<file path="config.mk">
export PLATFORM = sky130hd
export DESIGN_NAME = hazard_forward_ctrl
export DESIGN_NICKNAME = d
export VERILOG_FILES = /design/src/rtl/hazard_forward_ctrl.sv
export SDC_FILE = /design/constraint.sdc
export NUM_CORES = 1
export LEC_CHECK = 0
export CAP_MARGIN = 20
export CORE_AREA = 5 5 60 89
export DETAILED_ROUTE_END_ITERATION = 8
export DIE_AREA = 0 0 65 94
export PLACE_DENSITY = 0.76
export SETUP_SLACK_MARGIN = 0.02
export SLEW_MARGIN = 20
export SYNTH_ARGS = -nofsm -noshare
export SYNTH_HDL_FRONTEND = slang
export SYNTH_SLANG_ARGS = --single-unit
</file>
<file path="constraint.sdc">
create_clock -name CLOCK -period 2.2 [get_ports CLOCK]
set_clock_uncertainty 0.2 [all_clocks]
set_input_delay 0.33 -clock CLOCK [delete_from_list [all_inputs] [get_ports CLOCK]]
set_output_delay 0.33 -clock CLOCK [all_outputs]
set_load 0.02 [all_outputs]
</file>
<file path="src/rtl/hazard_forward_ctrl.sv">
// Hazard controller for the 5-stage LEGv8 pipeline.
// Tracks ID/EX, EX/MEM and MEM/WB destinations to drive the EX operand forwarding selects, load-use stalls and branch flushes.
module hazard_forward_ctrl #(
   parameter int unsigned REG_ADDR_W = 5,
   parameter int unsigned ZERO_REG   = 31,
   parameter int unsigned CNT_W      = 16
) (
   input  logic                  CLOCK,
   input  logic                  RESET_N,
   input  logic [REG_ADDR_W-1:0] id_rn,
   input  logic [REG_ADDR_W-1:0] id_rm,
   input  logic                  id_uses_rn,
   input  logic                  id_uses_rm,
   input  logic [REG_ADDR_W-1:0] id_rd,
   input  logic                  id_RegWrite,
   input  logic                  id_MemRead,
   input  logic                  branch_taken,
   output logic [1:0]            ForwardA,
   output logic [1:0]            ForwardB,
   output logic                  PCWrite,
   output logic                  IFIDWrite,
   output logic                  bubble,
   output logic [CNT_W-1:0]      stall_count
);

   localparam logic [REG_ADDR_W-1:0] XZR     = REG_ADDR_W'(ZERO_REG);
   localparam logic [CNT_W-1:0]      CNT_MAX = '1;

   logic [REG_ADDR_W-1:0] idex_rn_q, idex_rn_d;
   logic [REG_ADDR_W-1:0] idex_rm_q, idex_rm_d;
   logic                  idex_uses_rn_q, idex_uses_rn_d;
   logic                  idex_uses_rm_q, idex_uses_rm_d;
   logic [REG_ADDR_W-1:0] idex_rd_q, idex_rd_d;
   logic                  idex_regwrite_q, idex_regwrite_d;
   logic                  idex_memread_q, idex_memread_d;
   logic [REG_ADDR_W-1:0] exmem_rd_q, exmem_rd_d;
   logic                  exmem_regwrite_q, exmem_regwrite_d;
   logic [REG_ADDR_W-1:0] memwb_rd_q, memwb_rd_d;
   logic                  memwb_regwrite_q, memwb_regwrite_d;
   logic [CNT_W-1:0]      cnt_q, cnt_d;

   logic load_use;
   logic stall;
   logic flush;

   // Newest writer wins; XZR and bubbles (RegWrite=0) never match.
   function automatic logic [1:0] fwd_sel(
      input logic                  uses,
      input logic [REG_ADDR_W-1:0] src,
      input logic                  exm_we,
      input logic [REG_ADDR_W-1:0] exm_rd,
      input logic                  mwb_we,
      input logic [REG_ADDR_W-1:0] mwb_rd
   );
      logic [1:0] sel;
      sel = 2'b00;
      if (uses && exm_we && (exm_rd != XZR) && (exm_rd == src)) begin
         sel = 2'b10;
      end else if (uses && mwb_we && (mwb_rd != XZR) && (mwb_rd == src)) begin
         sel = 2'b01;
      end
      return sel;
   endfunction

   // Load-use detection and stall/flush arbitration; outputs are forced benign while in reset.
   always_comb begin
      load_use = 1'b0;
      if (idex_memread_q && (idex_rd_q != XZR)) begin
         load_use = (id_uses_rn && (id_rn == idex_rd_q)) ||
                    (id_uses_rm && (id_rm == idex_rd_q));
      end
      stall     = load_use && !branch_taken && RESET_N;
      flush     = branch_taken && RESET_N;
      PCWrite   = !stall;
      IFIDWrite = !stall;
      bubble    = stall || flush;
   end

   always_comb begin
      ForwardA = fwd_sel(idex_uses_rn_q, idex_rn_q, exmem_regwrite_q, exmem_rd_q,
                         memwb_regwrite_q, memwb_rd_q);
      ForwardB = fwd_sel(idex_uses_rm_q, idex_rm_q, exmem_regwrite_q, exmem_rd_q,
                         memwb_regwrite_q, memwb_rd_q);
   end

   // Shadow pipeline advance and saturating stall counter.
   always_comb begin
      idex_rn_d        = id_rn;
      idex_rm_d        = id_rm;
      idex_uses_rn_d   = id_uses_rn;
      idex_uses_rm_d   = id_uses_rm;
      idex_rd_d        = id_rd;
      idex_regwrite_d  = id_RegWrite;
      idex_memread_d   = id_MemRead;
      exmem_rd_d       = idex_rd_q;
      exmem_regwrite_d = idex_regwrite_q;
      memwb_rd_d       = exmem_rd_q;
      memwb_regwrite_d = exmem_regwrite_q;
      cnt_d            = cnt_q;
      if (bubble) begin
         idex_rn_d       = '0;
         idex_rm_d       = '0;
         idex_uses_rn_d  = 1'b0;
         idex_uses_rm_d  = 1'b0;
         idex_rd_d       = '0;
         idex_regwrite_d = 1'b0;
         idex_memread_d  = 1'b0;
      end
      if (stall && (cnt_q != CNT_MAX)) begin
         cnt_d = cnt_q + CNT_W'(1);
      end
   end

   always_ff @(posedge CLOCK or negedge RESET_N) begin
      if (!RESET_N) begin
         idex_rn_q        <= '0;
         idex_rm_q        <= '0;
         idex_uses_rn_q   <= 1'b0;
         idex_uses_rm_q   <= 1'b0;
         idex_rd_q        <= '0;
         idex_regwrite_q  <= 1'b0;
         idex_memread_q   <= 1'b0;
         exmem_rd_q       <= '0;
         exmem_regwrite_q <= 1'b0;
         memwb_rd_q       <= '0;
         memwb_regwrite_q <= 1'b0;
         cnt_q            <= '0;
      end else begin
         idex_rn_q        <= idex_rn_d;
         idex_rm_q        <= idex_rm_d;
         idex_uses_rn_q   <= idex_uses_rn_d;
         idex_uses_rm_q   <= idex_uses_rm_d;
         idex_rd_q        <= idex_rd_d;
         idex_regwrite_q  <= idex_regwrite_d;
         idex_memread_q   <= idex_memread_d;
         exmem_rd_q       <= exmem_rd_d;
         exmem_regwrite_q <= exmem_regwrite_d;
         memwb_rd_q       <= memwb_rd_d;
         memwb_regwrite_q <= memwb_regwrite_d;
         cnt_q            <= cnt_d;
      end
   end

   assign stall_count = cnt_q;

endmodule

</file>
Word-level counts from Yosys, hierarchy flattened
Index checks and enable logic that the tools add are counted.
{ "totals": {"ff_bits": 47, "inputBits": 22} }
{ "op_classes": {"addsub": 1, "n_eq_ne": 10, "muxes": 12, "n_reduce_logical": 23} }
{ "ops": {"columns": ["op", "n"], "rows": [
  ["$eq A5 B5 Y1", 6],
  ["$logic_and A1 B1 Y1", 19],
  ["$add A16 B1 Y16 const B", 1],
  ["$ne A16 B16 Y1 const B", 1],
  ["$mux W5", 3],
  ["$ne A5 B5 Y1 const B", 3],
  ["$mux W1", 7],
  ["$mux W2", 2],
  ["$logic_not A1 Y1", 2],
  ["$logic_or A1 B1 Y1", 2]
]} }

Logic depth before layout (Yosys ltp)
{ "logic_depth": {"word_depth": 8, "mapped_depth": 7} }

Worst setup path before layout
Ideal clock, no wire load.
{ "synth_path": {"path_kind": "register -> output", "start": "reg idex_rd_q[0], in the netlist exmem_rd_d[0]", "end": "out PCWrite", "arrival_ps": 1576, "required_ps": 1670, "slack_ps": 94, "stages_incl_launch_ff": 7, "path_buffers": 2, "path_cell_list": "dfrtp_1 > xnor2_1 > nand4_1 > o22ai_2 > buf_2 > nand2_1 > buf_4"} }
{ "synth_between": {"elab_chain_len": 7} }
{ "synth_rtl": {"columns": ["item", "line_no", "text"], "rows": [
  ["start: declaration", "33", "logic [REG_ADDR_W-1:0] idex_rd_q, idex_rd_d;"],
  ["start signal: assignment", "133", "idex_rd_q <= idex_rd_d;"],
  ["$eq A5 B5 Y1, on equally long branches", "69, 70", null],
  ["$logic_and A1 B1 Y1, on equally long branches", "69, 70", null],
  ["$logic_or A1 B1 Y1", "69", "load_use = (id_uses_rn && (id_rn == idex_rd_q)) ||"],
  ["$mux W1 (*)", "68", "if (idex_memread_q && (idex_rd_q != XZR)) begin"],
  ["$logic_and A1 B1 Y1 (*) (2 in a row)", "72", "stall = load_use && !branch_taken && RESET_N;"],
  ["$logic_not A1 Y1 (*)", null, null],
  ["end: declaration", "20", "output logic PCWrite,"]
]} }
Every way passes the cells marked *; elsewhere a longest branch is shown, timed or not.

Worst setup path after layout
{ "layout_path": {"start": "in id_rn[4]", "end": "out IFIDWrite"} }
{ "layout_between": {"elab_chain_len": 7} }
{ "layout_rtl": {"columns": ["item", "line_no", "text"], "rows": [
  ["start: declaration", "10", "input logic [REG_ADDR_W-1:0] id_rn,"],
  ["$eq A5 B5 Y1", "69", null],
  ["$logic_and A1 B1 Y1", "69", null],
  ["$logic_or A1 B1 Y1", "69", null],
  ["$mux W1", "68", null],
  ["$logic_and A1 B1 Y1 (2 in a row)", "72", null],
  ["$logic_not A1 Y1", "75", "IFIDWrite = !stall;"],
  ["end: declaration", "21", "output logic IFIDWrite,"]
]} }
No other way between the ends.

==> qor.yml <==
status:
  status: "finished clean"
setup_path:
  crit_path_end_kind: "primary output"
  cpMostUsedCell: "buf_6"
  crit_arrival_ns: 1.62
  path_max_fanout: 2
  worst_path_max_delay_cell: "clkdlybuf4s50_1"
  crit_type: "in -> out"
  path_cells: "clkdlybuf4s50_1 > xnor2_1 > nand4_1 > o22ai_2 > buf_6 > nand2_4 > buf_6"
  max_stage_delay_ns: 0.51
  crit_path_start_kind: "primary input"
  crit_required_ns: 1.67
logic_synthesis:
  yosysWarnings: 0
  ys_types: 29
  synth_compound_area_frac: 0.0255
  synth_top_family_by_area: "simple AND/OR/NAND/NOR gates"
  yosys.area_share.simple: 0.216
  synth-seq-area-share: 0.544
  synthCells: 190
  yosysTopAreaCellShare: 0.544
  syn_avg_cell_area_um2: 11.4
  syn_nets: 213
  synth-seq-cells: 47
  syn_area_um2: 2160
  yosys.area.top_type: "dfrtp_1"
  synthXorXnorAreaFrac: 0.174
  muxShareOfSynthArea: 0.0156
  synth.area.top_cells: "dfrtp_1, xnor2_1, and2_1, nand4_1, xor2_1"
  synthAdderAreaFrac: 0.00579
layout:
  n_fill_cell: 343
  final_common_cell: "dfrtp_1"
  final_nets: 278
  antenna_cells: 0
  drive_above_1_share: 0.211
  stdcell_count: 304
  area_delta_synth_final_pct: 38.5
  layout_common_cells: "dfrtp_1, xnor2_1, clkdlybuf4s50_1"
  final_cell_area_um2: 2990
power:
  power_frac_clock: 0.386
  combPwrFrac: 0.118
  p_int_mw: 1.49
  p_leak_nw: 1.32
  p_seq_frac: 0.496
  net-switching-power_uw: 434
  powerDensity_nw_per_um2: 642
  totalPowerFinal_mw: 1.92
  ir_drop_uv: 452
  swShare: 0.226
clock_tree:
  numCtsBuffers: 5
  clk_pin_slew_worst_paths_ns: 0.08
  clockBufferDepth: 2
  clkSinkCount: 47
  cts_tree: "done"
  insertion_delay_ns: 0.30
  cts_max_level: 2
  cts_root_buf: "clkbuf_8"
placement:
  dpl_cell_area_um2: 2760
  routabilityCongestion: 0.829
  io_buffers: 44
  place_inst: 294
  hpwl_um: 3560
timing:
  tns_ns: 0
  period_needed_ns: 2.15
  slew_violations: 0
  max_slew.worst_pin.slew_ns: 0.390
  relSlewSlack: 0.740
  finalHoldViolations: 0
  rsz0062_at_grt: "true"
  setup_viol: 0
  fin_crit_sh: 0.975
  fmax_mhz: 466
hold_path:
  hp-class: "in -> reg"
routing:
  wl_um: 4800
  drtIter0Drc: 42
  drc_errors: 0
  num_vias: 1638
  first_pass_iters: 4
  wl_per_cell_um: 15.8
  ant_nets: 0
  viasPerCell: 5.39
run:
  cap_violations: 0
global_routing:
  antenna_found_initial: 0
  grt_pass1_wl_um: 7870
  gr-usage-all-layers: 0.168
  overflow: 0
  grt_max_degree: 34
  grt_pass1_vias: 1723
floorplanning:
  start_util: 0.484
  ios: 45
  num_rows: 30
  die_y_um: 94
  coreArea_um2: 4470
  die_area_um2: 6110
  fp.dieW_um: 65
state kept, by name, summed over array words and instances (netlist names), 5 cells and up:
name	cells
exmem_rd_d	5
exmem_rd_q	5
idex_rm_q	5
idex_rn_q	5
memwb_rd_q	5
stall_count	16
area by class of cell:
cell class	count	area (um2)	share of cell area
Sequential cell	47	1180	0.394
Multi-Input combinational cell	134	1010	0.338
Timing Repair Buffer	64	594	0.198
Clock buffer	5	68.8	0.0230
Clock inverter	3	67.6	0.0226
Tap cell	48	60.1	0.0201
Inverter	3	11.3	0.00376
cell usage after synthesis:
| cell type | number |
|---|---|
| a211oi_2 | 1 |
| dfrtp_1 | 47 |
| clkbuf_1 | 2 |
| and3_1 | 4 |
| nand4_2 | 1 |
| nor4_1 | 2 |
| nand3_1 | 10 |
| inv_1 | 3 |
| nor2_1 | 3 |
| o21ai_0 | 2 |
| buf_2 | 3 |
| nand3b_1 | 1 |
| nor3b_1 | 1 |
| a22oi_1 | 1 |
| buf_4 | 1 |
| o22ai_2 | 1 |
| and4_1 | 3 |
| a21oi_1 | 1 |
| nand2b_1 | 1 |
| ha_1 | 1 |
| mux2_1 | 3 |
| o211ai_1 | 1 |
| nand2_1 | 12 |
| xor2_1 | 8 |
| nand4_1 | 15 |
| and2_1 | 20 |
| xnor2_1 | 35 |
| nor3_1 | 6 |
| or4b_4 | 1 |
power by group through the flow:
stage,clock (mW),combinational (mW),sequential (mW)
global route,0.792,0.247,0.959
CTS,0.752,0.216,0.951
global placement,0,0.212,0.966
finish,0.742,0.227,0.952
floorplan,0,0.0982,0.963
detailed placement,0,0.214,0.968
kinds of logic after synthesis:
logic type,after synthesis
AO/OA/AOI/OAI,7
XOR/XNOR,43
adder cells (fa/ha/maj),1
buffers and inverters,9
flip-flops,47
multiplexers,3
AND/OR/NAND/NOR,80
path summary, 6_finish.rpt:
| kind | start | to | slack, ns | cells past startpoint |
|---|---|---|---|---|
| min | id_rn[0] | idex_rn_q[0] | 0.13 | 2 |
| max reg2reg | exmem_rd_d[4] | stall_count[14] | 0.12 | 7 |
| max in group asynchronous | RESET_N | exmem_rd_d[3] | 1.05 | 3 |
| min in group asynchronous | RESET_N | stall_count[2] | 0.37 | 3 |
| max | id_rn[4] | IFIDWrite | 0.05 | 7 |
| min reg2reg | exmem_regwrite_d | exmem_regwrite_q | 0.16 | 0 |
metrics by stage:
step	utilization	hold slack, ns	worst slack, ns
after floorplan	-	-0.166	0.0943
after global placement	0.618	0.129	-0.389
after detailed placement	0.618	0.132	-0.400
after CTS	0.648	0.173	0.00992
after global routing	0.670	0.133	-0.0180
final	0.670	0.126	0.0549
critical path: cells and delay by family:
| kind | cells | cell delay, ns |
|---|---|---|
| compound gates | 1 | 0.19 |
| simple gates | 2 | 0.19 |
| xor+xnor | 1 | 0.13 |
| buf+inv | 3 | 0.77 |
layer usage:
layer / global-route usage / up-vias / part of all wire
met5: 0 / - / 0
met4: 0.0829 / 0 / 0.021
met3: 0.0443 / 10 / 0.043
met2: 0.297 / 43 / 0.56
met1: 0.181 / 805 / 0.37
li1: - / 780 / -
what timing repair did:
| action | in CTS | in global routing |
|---|---|---|
| setup endpoints to repair | 7 | 10 |
| hold buffers | 1 | 0 |
| setup buffers | 0 | 1 |
| endpoints found under the hold margin | 47 | 0 |
| gates resized for setup | 31 | 32 |
| pin swaps | 1 | 12 |
No activity file was read; power rests on OpenSTA's default activity.
